--- src/rtl/lut_cfg_pkg.sv ---
// Shared types and frame-size helpers for the LUT config loader.
// LUT_CFG_PARITY_EN adds the CHECK state for the trailing parity word.
package lut_cfg_pkg;

`ifdef LUT_CFG_PARITY_EN
  typedef enum logic [2:0] {
    IDLE,
    LOAD,
    CHECK,
    COMMIT,
    DONE
  } state_t;
`else
  typedef enum logic [2:0] {
    IDLE,
    LOAD,
    COMMIT,
    DONE
  } state_t;
`endif

  function automatic int frame_w(
    input int mem_size
  );
    return 2 * mem_size + 1;
  endfunction

  function automatic int num_words(
    input int fw,
    input int ww
  );
    return (fw + ww - 1) / ww;
  endfunction

endpackage

--- src/rtl/lut_sxx_cfg_loader_if.sv ---
// Inbound config word stream: valid/ready handshake.
// The loader is the slave; the word source is the master.
interface lut_sxx_cfg_loader_if #(
  parameter int WORD_W = 8
);
  logic [WORD_W-1:0] cfg_data;
  logic              cfg_valid;
  logic              cfg_ready;

  modport master (
    output cfg_data,
    output cfg_valid,
    input  cfg_ready
  );

  modport slave (
    input  cfg_data,
    input  cfg_valid,
    output cfg_ready
  );
endinterface

--- src/rtl/lut_cfg_assembler.sv ---
// Word counter plus frame register for the LUT config loader.
// With LUT_CFG_PARITY_EN it also captures the parity word's bit 0.
module lut_cfg_assembler
  import lut_cfg_pkg::*;
#(
  parameter int FRAME_W = 33,
  parameter int WORD_W  = 8
) (
  input  logic               cclk,
  input  logic               rst_n,
  input  logic               clr,
  input  logic               acc,
  input  logic [WORD_W-1:0]  data,
  output logic               last,
`ifdef LUT_CFG_PARITY_EN
  output logic               full,
  output logic               par,
`endif
  output logic [FRAME_W-1:0] frame
);

  localparam int NUM_WORDS = num_words(FRAME_W, WORD_W);
  localparam int CW = $clog2(NUM_WORDS + 1);

  logic [CW-1:0] cnt;
  logic          at_max;

  assign at_max = (cnt == CW'(NUM_WORDS));
  assign last   = (cnt == CW'(NUM_WORDS - 1));

  // Saturates at NUM_WORDS; the parity slot reuses that value.
  always_ff @(posedge cclk or negedge rst_n) begin
    if (!rst_n) begin
      cnt <= '0;
    end else if (clr) begin
      cnt <= '0;
    end else if (acc && !at_max) begin
      cnt <= cnt + 1'b1;
    end
  end

  // Only frame bits are stored; surplus bits of the last word drop.
  always_ff @(posedge cclk or negedge rst_n) begin
    if (!rst_n) begin
      frame <= '0;
    end else if (acc) begin
      for (int i = 0; i < FRAME_W; i++) begin
        if (cnt == CW'(i / WORD_W)) begin
          frame[i] <= data[i % WORD_W];
        end
      end
    end
  end

`ifdef LUT_CFG_PARITY_EN
  assign full = at_max;

  always_ff @(posedge cclk or negedge rst_n) begin
    if (!rst_n) begin
      par <= 1'b0;
    end else if (acc && at_max) begin
      par <= data[0];
    end
  end
`endif

endmodule

--- src/rtl/lut_sxx_cfg_loader.sv ---
// Frame loader for a fracturable LUT: gathers words, pulses cen.
// Define LUT_CFG_PARITY_EN for a trailing even-parity check word.
module lut_sxx_cfg_loader
  import lut_cfg_pkg::*;
#(
  parameter int INPUTS   = 4,
  parameter int MEM_SIZE = 2 ** INPUTS,
  parameter int WORD_W   = 8
) (
  input  logic                  cclk,
  input  logic                  rst_n,
  input  logic                  start,
  input  logic                  abort,
  lut_sxx_cfg_loader_if.slave   cfg,
  output logic                  cen,
  output logic [2*MEM_SIZE:0]   config_out,
  output logic                  busy,
  output logic                  done,
  output logic                  err
);

  localparam int FRAME_W = frame_w(MEM_SIZE);

  state_t state;
  state_t nxt;

  logic clr;
  logic acc;
  logic last;
  logic ready;

`ifdef LUT_CFG_PARITY_EN
  logic full;
  logic par;
  logic par_ok;
`endif

  assign ready         = (state == LOAD);
  assign cfg.cfg_ready = ready;
  // abort beats a word offered in the same cycle
  assign acc = cfg.cfg_valid & ready & ~abort;

  lut_cfg_assembler #(
    .FRAME_W (FRAME_W),
    .WORD_W  (WORD_W)
  ) u_asm (
    .cclk  (cclk),
    .rst_n (rst_n),
    .clr   (clr),
    .acc   (acc),
    .data  (cfg.cfg_data),
    .last  (last),
`ifdef LUT_CFG_PARITY_EN
    .full  (full),
    .par   (par),
`endif
    .frame (config_out)
  );

`ifdef LUT_CFG_PARITY_EN
  assign par_ok = (par == ^config_out);
`endif

  always_ff @(posedge cclk or negedge rst_n) begin
    if (!rst_n) begin
      state <= IDLE;
    end else begin
      state <= nxt;
    end
  end

  always_comb begin
    nxt = state;
    clr = 1'b0;
    unique case (state)
      IDLE: begin
        clr = 1'b1;
        if (start && !abort) begin
          nxt = LOAD;
        end
      end
      LOAD: begin
        if (abort) begin
          nxt = IDLE;
          clr = 1'b1;
`ifdef LUT_CFG_PARITY_EN
        end else if (acc && full) begin
          nxt = CHECK;
`else
        end else if (acc && last) begin
          nxt = COMMIT;
`endif
        end
      end
`ifdef LUT_CFG_PARITY_EN
      CHECK: begin
        nxt = par_ok ? COMMIT : IDLE;
      end
`endif
      COMMIT: begin
        nxt = DONE;
      end
      DONE: begin
        nxt = IDLE;
      end
      default: begin
        nxt = IDLE;
      end
    endcase
  end

  assign cen  = (state == COMMIT);
  assign done = (state == DONE);
  assign busy = (state != IDLE);

`ifdef LUT_CFG_PARITY_EN
  assign err = (state == CHECK) && !par_ok;
`else
  assign err = 1'b0;
  logic unused_last;
  assign unused_last = last;
`endif

endmodule
--- src/flat_wrapper.sv ---
// flat-port wrapper written by rule: the top's interface ports become plain ports
module lut_sxx_cfg_loader_flat import lut_cfg_pkg::*;
#(
  parameter int INPUTS   = 4,
  parameter int MEM_SIZE = 2 ** INPUTS,
  parameter int WORD_W   = 8
)
  (cclk, rst_n, start, abort, cen, config_out, busy, done, err, cfg_cfg_data, cfg_cfg_valid, cfg_cfg_ready);
  lut_sxx_cfg_loader_if #(.WORD_W(WORD_W)) cfg_i ();
  input  logic cclk;
  input  logic rst_n;
  input  logic start;
  input  logic abort;
  output logic cen;
  output logic [2*MEM_SIZE:0] config_out;
  output logic busy;
  output logic done;
  output logic err;
  input wire logic [$bits(cfg_i.cfg_data)-1:0] cfg_cfg_data;
  input wire logic [$bits(cfg_i.cfg_valid)-1:0] cfg_cfg_valid;
  output wire logic [$bits(cfg_i.cfg_ready)-1:0] cfg_cfg_ready;
  assign cfg_i.cfg_data = cfg_cfg_data;
  assign cfg_i.cfg_valid = cfg_cfg_valid;
  assign cfg_cfg_ready = cfg_i.cfg_ready;
  lut_sxx_cfg_loader #(.INPUTS(INPUTS), .MEM_SIZE(MEM_SIZE), .WORD_W(WORD_W)) u_core (.cclk(cclk), .rst_n(rst_n), .start(start), .abort(abort), .cfg(cfg_i), .cen(cen), .config_out(config_out), .busy(busy), .done(done), .err(err));
endmodule
--- config.mk ---
export PLATFORM = sky130hd
export DESIGN_NAME = lut_sxx_cfg_loader_flat
export DESIGN_NICKNAME = d
export VERILOG_FILES = /design/src/rtl/lut_cfg_pkg.sv /design/src/rtl/lut_sxx_cfg_loader_if.sv /design/src/rtl/lut_cfg_assembler.sv /design/src/rtl/lut_sxx_cfg_loader.sv /design/src/flat_wrapper.sv
export SDC_FILE = /design/constraint.sdc
export NUM_CORES = 1
export LEC_CHECK = 0
export CORE_MARGIN = 2
export CORE_UTILIZATION = 50
export DETAILED_ROUTE_END_ITERATION = 10
export GPL_ROUTABILITY_DRIVEN = 0
export PLACE_DENSITY = 0.84
export REMOVE_ABC_BUFFERS = 1
export SYNTH_ARGS = -nofsm -noshare
export SYNTH_HDL_FRONTEND = slang
export SYNTH_SLANG_ARGS = --single-unit
--- constraint.sdc ---
create_clock -name cclk -period 3.8 [get_ports cclk]
set_clock_uncertainty 0.2 [all_clocks]
set_input_delay 0.76 -clock cclk [delete_from_list [all_inputs] [get_ports cclk]]
set_output_delay 0.76 -clock cclk [all_outputs]
set_load 0.005 [all_outputs]
-- Word-level counts from Yosys, hierarchy flattened
Cells that the tools add are included.
- flip-flop bits (word level): 39
- input port bits: 13
- word-level logic and storage cells: 44
- add/sub/neg operators: 1
- eq/ne operators: 10
- muxes and demuxes: 8
- bitwise gates (word level): 3
- reduce and logical (&&, ||, !) cells: 15
- operators with widths (kind ; count):
    $mux 3 ; 5
    $eq 3x2->1 const B ; 4
    $reduce_and 2->1 ; 6
    $pmux 3 s3 ; 1
    $eq 3x1->1 const B ; 2
    $eq 3x3->1 const B ; 2
    $logic_not 3->1 ; 2
    $add 3x1->3 const B ; 1
    $logic_and 1x1->1 ; 3
    $ne 3x3->1 const B ; 1
    $reduce_bool 3->1 ; 1
    $and 1x1->1 ; 2
    $logic_not 1->1 ; 2
    $ne 2x1->1 const B ; 1
    $pmux 1 s2 ; 1
    $reduce_bool 2->1 ; 1
    $mux 1 ; 1
    $not 1->1 ; 1

-- Longest topological paths before layout
Gate-level depths: netlist of the first run.
- word-level depth: 7
- depth in mapped cells: 5
- depth with buffers taken out: 5

-- Hierarchy
Synthesis of the first run repeated with hierarchy kept, for this count alone.
- cell total of the unflattened synthesis: 110
- area, all modules: 1581.5 um^2
- modules (own cells, without submodules) (module ; times used ; cells an instance ; area an instance (um^2) ; sequential area each (um^2)):
    lut_cfg_assembler ; 1 ; 93 ; 1441.4 ; 900.9
    lut_sxx_cfg_loader ; 1 ; 17 ; 140.1 ; 50.0

-- Least setup slack after synthesis of the first run
No wires, ideal clock.
- path kind: input to register
- start point: input abort
- end point: register u_core.u_asm.frame[0]
- arrival: 1.617 ns
- data required time: 3.475 ns
- slack: 1.858 ns
- cell stages on the path: 4
- path buffers: 1
- cells stage by stage: and4bb_1 buf_4 nand3_4 mux2_4
- cells in the longest elaborated chain, start to end: 3
- RTL lines (element ; line ; text):
    start, declared ; flat_wrapper.sv:13 ; input logic abort;
    $not 1->1 ; lut_sxx_cfg_loader.sv:41 ; assign acc = cfg.cfg_valid & ready & ~abort;
    $and 1x1->1 ; lut_sxx_cfg_loader.sv:41 ;
    $reduce_and 2->1 (no source line) ; -- ;
    end signal, assigned by index ; lut_cfg_assembler.sv:49 ; frame[i] <= data[i % WORD_W];
    end, declared ; lut_cfg_assembler.sv:19 ; output logic [FRAME_W-1:0] frame
Every way passes these cells.
A chain may end at the register's enable or synchronous reset.

-- Final worst setup path of the first run
- start point: register u_core.state[1]
- end point: output cen
- cells in the longest elaborated chain, start to end: 1
- RTL lines (element ; line ; text):
    start, declared ; lut_sxx_cfg_loader.sv:24 ; state_t state;
    start signal, assigned ; lut_sxx_cfg_loader.sv:68 ; state <= nxt;
    $eq 3x2->1 ; lut_sxx_cfg_loader.sv:112 ; assign cen = (state == COMMIT);
    end, declared ; flat_wrapper.sv:14 ; output logic cen;
Every way passes these cells.

==> summary.txt, run 1 <==
Worst setup path
  – Critical Path AT: approximately 1.6 ns
  – Worst endpoint required time: approximately 2.8 ns
  – Reg2reg start: u_core.state[1]
  – Startpoint types: register
  – Setup CP Type: register to output pin
  – Reg2Reg Depth: 3
  – Origin of the worst setup path: u_core.state[1]
  – Worst setup EP type: output pin
  – Crit-path max FO: 9

Route
  – Vias: 1,072
  – Vias per cell: between 5 and 6
  – First-iteration detailed-routing DRC count: 24
  – DR WL/cell: between 15 and 20 µm
  – Pre-antenna DRT Iters: 4
  – Antenna viol nets, final: 0
  – Drc violations: 0
  – Final WL: about 3500 µm

STA
  – Max Slew Vio Count: 0
  – RSZ-0062 raised after global routing: no
  – Fmax: slightly below 0.4 GHz
  – Fin crit share: between 60% and 70%
  – Hold WS: ~0.3 ns
  – Post-layout minimum cycle time: around 2.6 ns
  – Setup TNS: 0 ns
  – Worst slew pin tran: 0.822 ns
  – Max_slew headroom: a little under half
  – Setup violators final: 0
  – Final Hold Vio Count: 0

Job
  – Max Cap Viol: 0

Synthesis
  – Synth unique cells: 23
  – Avg Inst Size Synth: between 15 and 20 µm²
  – Synth area leader: dfrtp_1
  – Seq cells post-synth: 38
  – Synth warn: 0
  – Predominant post-synthesis flop cell: dfrtp_1
  – Top cells by area, synth: dfrtp_1 56%, mux2_4 21%, mux2_1 5.9%, ha_1 3.7%, nand3_4 3.1%
  – Sequential share of the synthesized area: 55.6%
  – Number of enable flip-flop cells after synthesis: 0
  – Fraction of registers with async set/reset: 100%
  – Top cells by count, synth: 38 x dfrtp_1, 24 x mux2_4, 9 x mux2_1
  – Post-synth top area share: between 50% and 60%
  – Most frequent cell after synthesis: dfrtp_1
  – Synth Instances: about 110
  – Post-Syn Area: between 0.0015 and 0.002 mm²

Status
  – Status: finished, final reports clean

Global routing
  – Largest net degree at the start of global routing: 39
  – Total GRT Usage: 19.7%
  – Global-route wire length before repair: between 5000 and 6000 µm
  – Gr ovfl total: 0
  – Initial antenna violation count: 0
  – Vias in the first global route: around 1,200

CTS
  – Htree depth: 2
  – CTS buffer count: 5
  – Max Root-Sink Buffers: 2
  – Postcts setup bufs: 0
  – Resized cells post-CTS: 0
  – CTS tree: yes
  – Hold_buf cts: 0
  – Root buf cell: clkbuf_4
  – Clk sinks: 38
  – Clk slew on worst S/H paths: 0.12 ns
  – Worst-Skew Late Latency: between 0.3 and 0.4 ns

Finish
  – Final Core Density: between 70% and 80%
  – Layout cell share with drive strength beyond 1: between 20% and 30%
  – Ant diodes: 0
  – Area delta synth->final: 37.4%
  – Fin cells: 209
  – Nets: 180

Die
  – # IOs: slightly above 50
  – Die height: ~62 µm
  – Die area: 0.00390 mm²
  – Core box area: 0.00331 mm²
  – Starting Density: 51.6%
  – Chip width: between 60 and 70 µm
  – FP Rows: 21

Power
  – PwrDens: between 400 and 500 mW/mm²
  – Maximum vdd drop: 203 µV
  – Final Total Pwr: 1.05 mW
  – Leakage power: 1.13 nW

Placement
  – Post-DP HPWL: between 2000 and 2500 µm
  – Inst Count DP: 201
  – Port Buffers: 49

Min path
  – Hold WC Path Type: input pin to asynchronous set/reset pin
## final timing paths
kind	endpoint	slack, ns
max in group asynchronous	u_core.u_asm.frame[0]	2.59
max	cen	1.24
max reg2reg	u_core.u_asm.frame[28]	1.82
min in group cclk	u_core.u_asm.frame[26]	0.30
min reg2reg	u_core.u_asm.frame[26]	0.30
min	u_core.u_asm.frame[26]	0.30
## per-stage QoR
step	setup WS (ns)	instance area, µm²
global placement	1.13	2240
finish	1.24	2350
CTS	1.21	2350
detailed placement	1.05	2240
global route	1.10	2350
floorplan	1.74	1690
## flip-flops by register name, summed over array words and instances, names as in the netlist
signal,count
u_core.u_asm.cnt,3
u_core.u_asm.frame,33
u_core.state,2
## critical path: stages (launching register included)
cell and delay (ns):
dfrtp_1 0.49, nor2b_1 0.24, clkdlybuf4s50_1 0.53
## kinds of logic after synthesis
group	count (synthesis)	share of synthesized area, %
AOI/OAI and AO/OA	8	3.29
muxes	33	27.0
DFF	38	55.6
other	1	0.219
adders and majority gates	5	3.66
and+or+nand+nor	17	8.42
buffers and inverters	6	1.76
## routing by layer
metal	wire length, µm	vias up	track usage [%]	part of all wire (%)
met2	1800	35	33.2	52
met5	0	-	0	0
met3	155	5	5.23	4.4
li1	-	490	-	-
met4	39	0	6.67	1.1
met1	1500	542	24.6	43
## power by group
group	total (mW)	internal [mW]	switching, mW
sequential	0.479	0.450	0.0292
clock	0.361	0.223	0.138
combinational	0.209	0.150	0.0588
## cell usage in the layout, fill, tap and decap left out, drive strengths merged, types with 2 or more instances in the layout
cell type	n
nor2b	3
clkbuf	6
mux2	33
bufinv	2
o221ai	3
clkdlybuf4s50	48
o31ai	2
ha	5
inv	4
dfrtp	38
o21ai	2
nand3	5
nand2	2
and2	2
## area by class of cell
| cell class | instances | area, µm² |
|---|---|---|
| Fill cell | 238 | 962 |
| Sequential cell | 38 | 951 |
| Multi-Input combinational cell | 64 | 728 |
| Timing Repair Buffer | 49 | 485 |
| Clock inverter | 2 | 60.1 |
| Tap cell | 46 | 57.6 |
| Clock buffer | 6 | 51.3 |
| Inverter | 4 | 15.0 |
No activity file was read; power rests on OpenSTA's default activity.
==> inputs of run 2 (changes only) <==
CORE_UTILIZATION = 46   (was 50)
PLACE_DENSITY = 0.78   (was 0.84)
clock period = 2.4 ns   (was 3.8 ns; I/O delays follow)
==> summary.txt, run 2 (synthesis gave the netlist of run 1 again) <==
Status
  – Status: finished, final reports clean (unchanged)

Route
  – DR WL/cell: 15.5 µm (was 16.7 µm)
  – Final WL: 3290 µm (was 3500 µm)
  – Pre-antenna DRT Iters: 4 (unchanged)
  – Vias: 1,069 (was 1,072)
  – Drc violations: 0 (unchanged)
  – Antenna viol nets, final: 0 (unchanged)
  – First-iteration detailed-routing DRC count: 20 (was 24)
  – Vias per cell: 5.02 (was 5.13)

Global routing
  – Vias in the first global route: 1,098 (was 1,174)
  – Gr ovfl total: 0 (unchanged)
  – Total GRT Usage: 18.4% (was 19.7%)
  – Global-route wire length before repair: 5730 µm (was 5870 µm)
  – Initial antenna violation count: 0 (unchanged)
  – GR peak layer: met2 (unchanged)
  – Grt met3 use: 6.08% (was 5.23%)
  – Largest net degree at the start of global routing: 39 (unchanged)
  – Grt met2 use: 27.6% (was 33.2%)
  – GR Util met1: 25.0% (was 24.6%)

Worst setup path
  – Origin of the worst setup path: u_core.state[1] (unchanged)
  – Startpoint types: register (unchanged)
  – Worst setup EP type: output pin (unchanged)
  – Worst r2r dst: u_core.u_asm.frame[1] (was u_core.u_asm.frame[28])
  – Max incr delay on CP: 0.47 ns (was 0.53 ns)
  – Stages on worst setup path: 2 (unchanged)
  – Reg2reg start: u_core.state[1] (unchanged)
  – End of the critical path: busy (was cen)
  – Setup CP Type: register to output pin (unchanged)
  – Worst endpoint required time: 1.72 ns (was 2.84 ns)
  – Critical Path AT: 1.53 ns (was 1.60 ns)
  – Reg2Reg Depth: 4 (was 3)
  – Slowest CP cell: dfrtp_1 (was clkdlybuf4s50_1)
  – CP top delay family: flip-flops (was buffers and inverters)
  – Cells along the critical path: or2_2 -> clkdlybuf4s50_1 (was nor2b_1 -> clkdlybuf4s50_1)
  – R2R setup slack: 0.60 ns (was 1.82 ns)
  – Worst path buffer plus inverter count: 1 (unchanged)
  – Crit-path max FO: 9 (unchanged)

Finish
  – Fin cells: 213 (was 209)
  – Nets: 182 (was 180)
  – Biggest regs: u_core.u_asm.frame: 33 flops, u_core.u_asm.cnt: 3 flops, u_core.state: 2 flops (unchanged)
  – Max reg flops: 33 (unchanged)
  – Area of the multi-input gates: 728 µm² (unchanged)
  – Fillers: 263 (was 238)
  – Storage cell area: 951 µm² (unchanged)
  – Layout cell share with drive strength beyond 1: 24.8% (was 23.9%)
  – Final Core Density: 65.2% (was 70.9%)
  – Area delta synth->final: 37.5% (was 37.4%)
  – Commonest non-fill, non-tap cell in the layout: clkdlybuf4s50_1 (unchanged)
  – Most frequent cells in the layout: 48 x clkdlybuf4s50_1, 38 x dfrtp_1, 24 x mux2_4 (unchanged)
  – Most flops, register: u_core.u_asm.frame (unchanged)
  – Final instance area: 0.00235 mm² (about the same)
  – Ant diodes: 0 (unchanged)

CTS
  – Worst-Skew Late Latency: 0.29 ns (was 0.35 ns)
  – Clk slew on worst S/H paths: 0.07 ns (was 0.12 ns)
  – Resized cells post-CTS: 0 (unchanged)
  – Htree depth: 2 (unchanged)
  – CTS buffer count: 5 (unchanged)
  – CTS tree: yes (unchanged)
  – Max Root-Sink Buffers: 2 (unchanged)
  – Clk sinks: 38 (unchanged)
  – Hold_buf cts: 0 (unchanged)
  – Postcts setup bufs: 0 (unchanged)
  – Root buf cell: clkbuf_8 (was clkbuf_4)

STA
  – Worst slew pin tran: 0.817 ns (was 0.822 ns)
  – RSZ-0062 raised after global routing: no (unchanged)
  – Max Slew Vio Count: 0 (unchanged)
  – Fin crit share: between 90 and 100%
  – Setup TNS: 0 ns (unchanged)
  – Post-layout minimum cycle time: between 2 and 2.5 ns
  – Setup violators final: 0 (unchanged)
  – Hold WS: 0.0787 ns (was 0.295 ns)
  – Final WS setup: 0.187 ns (was 1.24 ns)
  – Max_slew headroom: 45.6% (was 45.2%)
  – Fmax: around 0.45 GHz
  – Final Hold Vio Count: 0 (unchanged)

Placement
  – Port Buffers: 49 (unchanged)
  – Post-DP HPWL: 2350 µm (was 2470 µm)
  – Setup Slack @ Placement: 0.155 ns (was 1.05 ns)
  – Inst Count DP: 205 (was 201)
  – Placed Area: 0.00225 mm² (was 0.00224 mm²)

Power
  – Leakage power: 1.13 nW (about the same)
  – Maximum vdd drop: 292 µV (was 203 µV)
  – Final Total Pwr: 1.55 mW (was 1.05 mW)
  – PwrDens: 659 mW/mm² (was 447 mW/mm²)

Die
  – Core box area: 0.00361 mm² (was 0.00331 mm²)
  – Die area: 0.00422 mm² (was 0.00390 mm²)
  – Chip width: 65.0 µm (was 62.5 µm)
  – # IOs: 51 (unchanged)
  – Die height: 65.0 µm (was 62.5 µm)
  – Starting Density: 47.4% (was 51.6%)
  – FP Rows: 22 (was 21)

Job
  – Max Cap Viol: 0 (unchanged)

Min path
  – Hold WC Path Type: input pin to asynchronous set/reset pin (unchanged)
-- run 2: changes by cell type in the layout (fill, tap and decap cells not counted) --
cell and change:
clkinvlp_4 +1, clkbuf_8 +5, clkinv_2 +1, buf_4 +2
bufinv_16 -2, clkbuf_4 -5
-- run 2: cell type report --
class | count | share of cell area [%]
inverters | 4 | 0.639
well taps | 48 | 2.56
repair buffers | 51 | 21.3
clock inverters | 2 | 0.532
clock buffers | 6 | 3.51
flip-flops and latches | 38 | 40.5
multi-input cells | 64 | 31.0
-- run 2: layer usage --
metal / share of wire [%] / vias to the layer above
met1: 47 / 525
li1: - / 496
met4: 1.5 / 0
met2: 44 / 43
met5: 0 / -
met3: 6.8 / 5
-- run 2: how the worst min path moves through the flow --
stage                           startpoint                endpoint  slack, ns  depth (start not counted)
global route                         rst_n  u_core.u_asm.frame[22]       0.16                          1
finish                               rst_n  u_core.u_asm.frame[13]       0.08                          1
global placement    u_core.u_asm.frame[26]  u_core.u_asm.frame[26]       0.28                          1
floorplan                            rst_n         u_core.state[0]      -0.02                          0
CTS                                  rst_n  u_core.u_asm.frame[12]       0.11                          1
detailed placement  u_core.u_asm.frame[25]  u_core.u_asm.frame[25]       0.28                          1
-- run 2: where the power goes --
part	switching (mW)	total (mW)	leakage, nW	internal [mW]
Sequential	0.0457	0.759	0.509	0.713
Clock	0.227	0.458	0.0472	0.231
Combinational	0.0918	0.331	0.576	0.239
Total	0.365	1.55	1.13	1.18
